File: src/rtl/pdm_demod.sv
// PDM microphone receiver: drives the mic bit clock, samples the 1-bit stream and
// decimates it with a boxcar filter into signed 8-bit PCM samples.
module pdm_demod #(
    parameter int CLK_DIV  = 32,
    parameter int DEC_LOG2 = 6
) (
    input  logic              clk_in,
    input  logic              rst_in,
    input  logic              en_in,
    input  logic              pdm_in,
    output logic              mic_clk_out,
    output logic signed [7:0] sample_out,
    output logic              sample_valid_out
);
    localparam int CW  = $clog2(CLK_DIV);
    localparam int SHL = (DEC_LOG2 <= 7) ? 7 - DEC_LOG2 : 0;
    localparam int SHR = (DEC_LOG2 > 7) ? DEC_LOG2 - 7 : 0;
    localparam logic [CW-1:0]       CNT_LAST = CW'(CLK_DIV - 1);
    localparam logic [CW-1:0]       CNT_HALF = CW'(CLK_DIV / 2);
    localparam logic [DEC_LOG2-1:0] BIT_LAST = '1;

    logic [CW-1:0]       cnt_q, cnt_d;
    logic                mic_clk_q;
    logic [1:0]          sync_q;
    logic [DEC_LOG2-1:0] bit_cnt_q;
    logic [DEC_LOG2:0]   acc_q, ones;
    logic                warm_q;
    logic signed [7:0]   sample_q, sample_sat;
    logic                valid_q;
    logic                tick, win_end;
    logic signed [15:0]  centered, scaled;

    always_comb begin
        tick     = (cnt_q == CNT_LAST);
        cnt_d    = tick ? '0 : cnt_q + 1'b1;
        win_end  = tick && (bit_cnt_q == BIT_LAST);
        // The closing bit is folded in here so it counts toward the window it ends.
        ones     = acc_q + {{DEC_LOG2{1'b0}}, sync_q[1]};
        centered = $signed((16'(ones) << 1) - (16'd1 << DEC_LOG2));
        scaled   = (centered <<< SHL) >>> SHR;
        if (scaled > 16'sd127) begin
            sample_sat = 8'sd127;
        end else if (scaled < -16'sd128) begin
            sample_sat = -8'sd128;
        end else begin
            sample_sat = scaled[7:0];
        end
    end

    always_ff @(posedge clk_in) begin
        if (!rst_in || !en_in) begin
            cnt_q     <= '0;
            mic_clk_q <= 1'b0;
            sync_q    <= '0;
            bit_cnt_q <= '0;
            acc_q     <= '0;
            warm_q    <= 1'b0;
            valid_q   <= 1'b0;
            // Disable alone keeps the last sample; only reset clears it.
            if (!rst_in) begin
                sample_q <= '0;
            end
        end else begin
            cnt_q     <= cnt_d;
            mic_clk_q <= (cnt_d >= CNT_HALF);
            sync_q    <= {sync_q[0], pdm_in};
            valid_q   <= 1'b0;
            if (tick) begin
                if (win_end) begin
                    acc_q     <= '0;
                    bit_cnt_q <= '0;
                    warm_q    <= 1'b1;
                    // The first full window after start-up is discarded.
                    if (warm_q) begin
                        sample_q <= sample_sat;
                        valid_q  <= 1'b1;
                    end
                end else begin
                    acc_q     <= ones;
                    bit_cnt_q <= bit_cnt_q + 1'b1;
                end
            end
        end
    end

    assign mic_clk_out      = mic_clk_q;
    assign sample_out       = sample_q;
    assign sample_valid_out = valid_q;
endmodule

File: config.mk
export PLATFORM = sky130hd
export DESIGN_NAME = pdm_demod
export DESIGN_NICKNAME = d
export VERILOG_FILES = /design/src/rtl/pdm_demod.sv
export SDC_FILE = /design/constraint.sdc
export NUM_CORES = 1
export LEC_CHECK = 0
export BUFFER_PORTS_ARGS = -buffer_cell sky130_fd_sc_hd__buf_2
export CAP_MARGIN = 20
export CORE_ASPECT_RATIO = 1.5
export CORE_MARGIN = 1.5
export CORE_UTILIZATION = 61
export DETAILED_ROUTE_END_ITERATION = 7
export HOLD_SLACK_MARGIN = 0.05
export PLACE_DENSITY = 0.86
export SYNTH_ARGS = -nofsm -noshare
export SYNTH_HDL_FRONTEND = slang
export SYNTH_SLANG_ARGS = --single-unit
File: constraint.sdc
create_clock -name clk_in -period 5.2 [get_ports clk_in]
set_input_delay 0.52 -clock clk_in [delete_from_list [all_inputs] [get_ports clk_in]]
set_output_delay 0.52 -clock clk_in [all_outputs]
set_load 0.005 [all_outputs]
; ---- Yosys cells after proc, flatten, opt, wreduce, memory -nomap -nowiden
; Cells that the tools add are included.
[word_totals]
reg_bits = 31
out_inout_bits = 10
[classes]
addsub = 4
n_lt_le_gt_ge = 3
n_eq_ne = 3
muxes = 11
n_bitwise = 2
reduce_logical = 10
[ops]
columns = cell, n
row1 = $mux 8, 7
row2 = $gt 10x8->1 const B, 1
row3 = $lt 10x8->1 const B, 1
row4 = $sub 8x7->9 const B, 1
row5 = $add 7x1->7, 1
row6 = $mux 7, 1
row7 = $add 6x1->6 const B, 1
row8 = $eq 6x6->1 const B, 1
row9 = $mux 6, 1
row10 = $reduce_bool 2->1, 3
row11 = $add 5x1->5 const B, 1
row12 = $eq 5x5->1 const B, 1
row13 = $ge 5x5->1 const B, 1
row14 = $mux 5, 1
row15 = $reduce_and 4->1, 1
row16 = $reduce_or 3->1, 1
row17 = $logic_not 1->1, 2
row18 = $ne 2x2->1 const B, 1
row19 = $not 1->1, 2
row20 = $reduce_and 2->1, 1
row21 = $logic_and 1x1->1, 1
row22 = $logic_or 1x1->1, 1
row23 = $mux 1, 1

; ---- Longest topological paths before layout
[logic_depth]
word_depth = 9
mapped_depth = 7
ltp_nobuf = 6

; ---- Worst setup path after synthesis
; OpenSTA, ideal clock, no wires.
[synth_timing]
path_kind = register -> register
from = reg cnt_q[0]
to = reg sample_q[1], in the netlist sample_out[1], enable pin
setup_time_ns = 0.383
t_arrival_ns = 1.768
required_ns = 4.817
slack_ns = 3.049
stages_incl_launch_ff = 7
synth_period_minus_slack_ns = 2.151
path_cell_list = dfxtp_1 -> ha_1 -> and3_1 -> ha_1 -> nand4_1 -> buf_6 -> o31ai_1
[synth_via]
elab_chain_cells = 4
elab_cells_between_ends = 5
[synth_rtl]
columns = element, line_no
row1 = start: declaration, 22  ; logic [CW-1:0] cnt_q, cnt_d;
row2 = start signal: assignment, 64  ; cnt_q <= cnt_d;
row3 = $eq 5x5->1 *, 34  ; tick = (cnt_q == CNT_LAST);
row4 = $logic_and 1x1->1, 36  ; win_end = tick && (bit_cnt_q == BIT_LAST);
row5 = $reduce_bool 2->1 (no source line), --
row6 = $reduce_and 4->1 (no source line) *, --
row7 = end signal: assignment, 75  ; sample_q <= sample_sat;
row8 = end: declaration, 28  ; logic signed [7:0] sample_q, sample_sat;
; Every way passes the cells marked *; elsewhere a longest branch is shown, timed or not.
; A chain may end at the register's enable or synchronous reset.

; ---- Worst setup path after layout
[layout_timing]
from = reg cnt_q[0]
to = reg sample_q[3], in the netlist sample_out[3], enable pin
; The elaborated chain is that of the path after synthesis.

==> impl_metrics.yaml <==
run_status:
  status: "finished, final reports clean"
synthesis:
  ys_warn_count: 0
  yosys-top-cells-count: "dfxtp_1 (22), nand2_1 (8), edfxtp_1 (7)"
  synth_edf_count: 7
  synth_cell_types: 44
  synth_seq_cells: 29
  synth_largest_area_cell: "dfxtp_1"
  ys.flop_type: "dfxtp_1"
  synth.most_common_cell: "dfxtp_1"
  syn_inst: 135
  yosys-top-cells-area: "dfxtp_1 (32%), edfxtp_1 (15%), ha_1 (4.5%), and3_1 (2.7%), xnor2_1 (2.5%)"
  syn_nets: 144
  syn_avg_cell_area_um2: 10.3
  async_flop_share: 0
  seq_area_frac_synth: 0.466
  synth_top_area_share: 0.316
  syn_area_um2: 1400
cells_and_area:
  regArea_um2: 651
  diodes: 0
  multi_input_area_um2: 671
  num-nets-final: 154
  fillCellCount: 197
  area_growth_pct: 5.38
  drive_above_1_share: 0.185
  stdcell_count: 169
sta:
  min_period_over_period: 0.616
  finalSetupViolCount: 0
  tightest_slew_ns: 1.06
  finClkSkew_ns: 0.0101
  grt_setup_unrepaired: "no"
  finalHoldViolations: 0
  max_freq_ghz: 0.312
  slew-limit-headroom: 0.286
  finalSetupTns_ns: 0
  min_period_ns: 3.20
  drv_slew: 0
die:
  die_h_um: 61.6
  start_util: 0.632
  rows: 21
  fp.dieArea_um2: 2590
  core_area_um2: 2210
  die_w_um: 42.0
  pin_count: 14
placed_design:
  io_buffer_count: 13
  place_inst: 161
  gp_congestion: 0.766
  dp_hpwl_mm: 2.00
clock_tree:
  holdBufCountCts: 0
  cts_sinks: 29
  cts_resized: 0
  cts.path.max_buffers: 2
  h-tree-depth: 2
  insertion_delay_ns: 0.34
  cts_tree: "yes"
  cts_buffers: 5
  clock-root-buffer: "clkbuf_4"
  post_cts_buffers: 0
  cts.clk_slew.worst_paths_ns: 0.08
min_path:
  worstHoldPathType: "in -> reg"
pwr:
  p_leak_nw: 0.530
  power_density_nw_per_um2: 255
  p_sw_mw: 0.0860
  finalPower_mw: 0.375
  combPwrFrac: 0.035
  ir_drop_mv: 0.197
  p_int_mw: 0.289
  clock_power_share: 0.339
  p_sw_frac: 0.229
  seqPwrFrac: 0.626
setup_path:
  worstRegToRegCells: 5
  crit_chain: "ha_1 -> and3_1 -> ha_1 -> nand4_1 -> o31ai_1"
  r2r_end: "sample_out[3]$_SDFFCE_PP0P_"
  startpoint_type: "flop"
  r2r_start: "cnt_q[0]$_SDFF_PP0_"
  crit_path_max_fanout: 22
  critical_path.endpoint_type: "flop"
  cpMostUsedCell: "ha_1"
  slowest_stage: "o31ai_1"
  cp-startpoint: "cnt_q[0]$_SDFF_PP0_"
  cp_slowest_stage_delay_ns: 1.02
  critical_path.endpoint: "sample_out[3]$_SDFFCE_PP0P_"
  cp.required_ns: 5.16
  worstPathArrival_ns: 3.17
  rrSetupSlack_ns: 2.00
  path_class: "reg -> reg"
drt:
  routedWlPerCell_um: 16.6
  drtAntennaViolNets: 0
  post-route-drc-count: 0
  drt-vias-per-instance: 6.40
  first_pass_iters: 6
  wl_mm: 2.81
  drtIter0Drc: 24
  vias: 1081
global_routing:
  grtUsageTotal: 0.247
  grtUsageMet1: 0.229
  grt_pass1_vias: 1030
  grt_pass1_wl_mm: 4.55
  met2_usage: 0.484
  met3_usage: 0.0528
  busiest_layer: "met2"
  grt_max_degree: 23
  antenna_found_initial: 0
  overflow: 0
flow_run:
  cap_violations: 0
-- metal layers --
layer  share of wire  vias to the layer above  routed length [µm]
met5               0                        -                   0
met4           0.030                        0                  84
met3           0.042                        8                 119
met2            0.57                       35                1600
met1            0.36                      515                1000
li1                -                      523                   -
-- power groups by stage --
| stage | Sequential, mW | Combinational (mW) | Clock, mW |
|---|---|---|---|
| floorplan | 0.240 | 0.00924 | 0 |
| global placement | 0.240 | 0.0127 | 0 |
| detailed placement | 0.240 | 0.0133 | 0 |
| CTS | 0.235 | 0.0133 | 0.131 |
| global route | 0.235 | 0.0147 | 0.140 |
| finish | 0.235 | 0.0132 | 0.127 |
-- how the worst min path moves through the flow --
stage	from	endpoint	slack (ns)	cells past startpoint
3_3_place_gp	cnt_q[0]$_SDFF_PP0_	cnt_q[0]$_SDFF_PP0_	0.43	1
2_1_floorplan	cnt_q[0]$_SDFF_PP0_	cnt_q[0]$_SDFF_PP0_	0.43	1
4_1_cts	pdm_in	sync_q[0]$_SDFF_PP0_	0.41	2
5_1_grt	pdm_in	sync_q[0]$_SDFF_PP0_	0.43	2
3_5_place_dp	cnt_q[0]$_SDFF_PP0_	cnt_q[0]$_SDFF_PP0_	0.46	1
6_report	pdm_in	sync_q[0]$_SDFF_PP0_	0.42	2
-- layout make-up --
| cell class | count | area share |
|---|---|---|
| multi-input cells | 95 | 0.456 |
| flip-flops and latches | 29 | 0.443 |
| repair buffers | 13 | 0.0443 |
| clock buffers | 6 | 0.0281 |
| well taps | 23 | 0.0196 |
| clock inverters | 2 | 0.00681 |
| inverters | 1 | 0.00255 |
-- stage by stage --
stage	cell area [µm²]	hold slack [ns]	utilization	setup WS, ns
2_1_floorplan	1400	0.428	-	3.05
3_3_place_gp	1420	0.435	0.643	2.28
3_5_place_dp	1420	0.463	0.643	2.04
4_1_cts	1470	0.413	0.666	2.03
5_1_grt	1470	0.433	0.666	1.76
6_report	1470	0.420	0.666	2.00
-- worst max-delay path: cells and delay by family, from the launching register on --
family / cells / cell delay [ns]
adders and majority gates: 2 / 0.75
and+or+nand+nor: 2 / 0.68
DFF: 1 / 0.37
AOI/OAI and AO/OA: 1 / 1.02
-- placed cells by master (no fill, tap or decap), drive strengths merged, types with 3 or more instances in the layout --
master,instances
nor3,6
dfxtp,22
ha,5
nand2,10
o31ai,3
nor2,5
buf,13
xor2,4
xnor2,4
o21ai,5
clkbuf,6
and3,6
o22ai,4
edfxtp,7
nand2b,4
a21oi,4
a31oi,3
o211ai,4
nand3,7
-- cells by family after synthesis --
| group | after synthesis | share of synthesized area |
|---|---|---|
| buf+inv | 11 | 0.0529 |
| xor+xnor | 8 | 0.0502 |
| flops | 29 | 0.466 |
| compound gates | 31 | 0.161 |
| mux | 1 | 0.00718 |
| simple gates | 50 | 0.218 |
| fa+ha+maj | 5 | 0.0448 |
-- registers in the layout, summed over array words and instances (netlist names) --
| register | flops |
|---|---|
| sample_valid_out | 1 |
| sync_q | 2 |
| cnt_q | 5 |
| bit_cnt_q | 6 |
| acc_q | 7 |
| warm_q | 1 |
| sample_out | 7 |
Note: power is estimated with default switching activity, not from simulation.
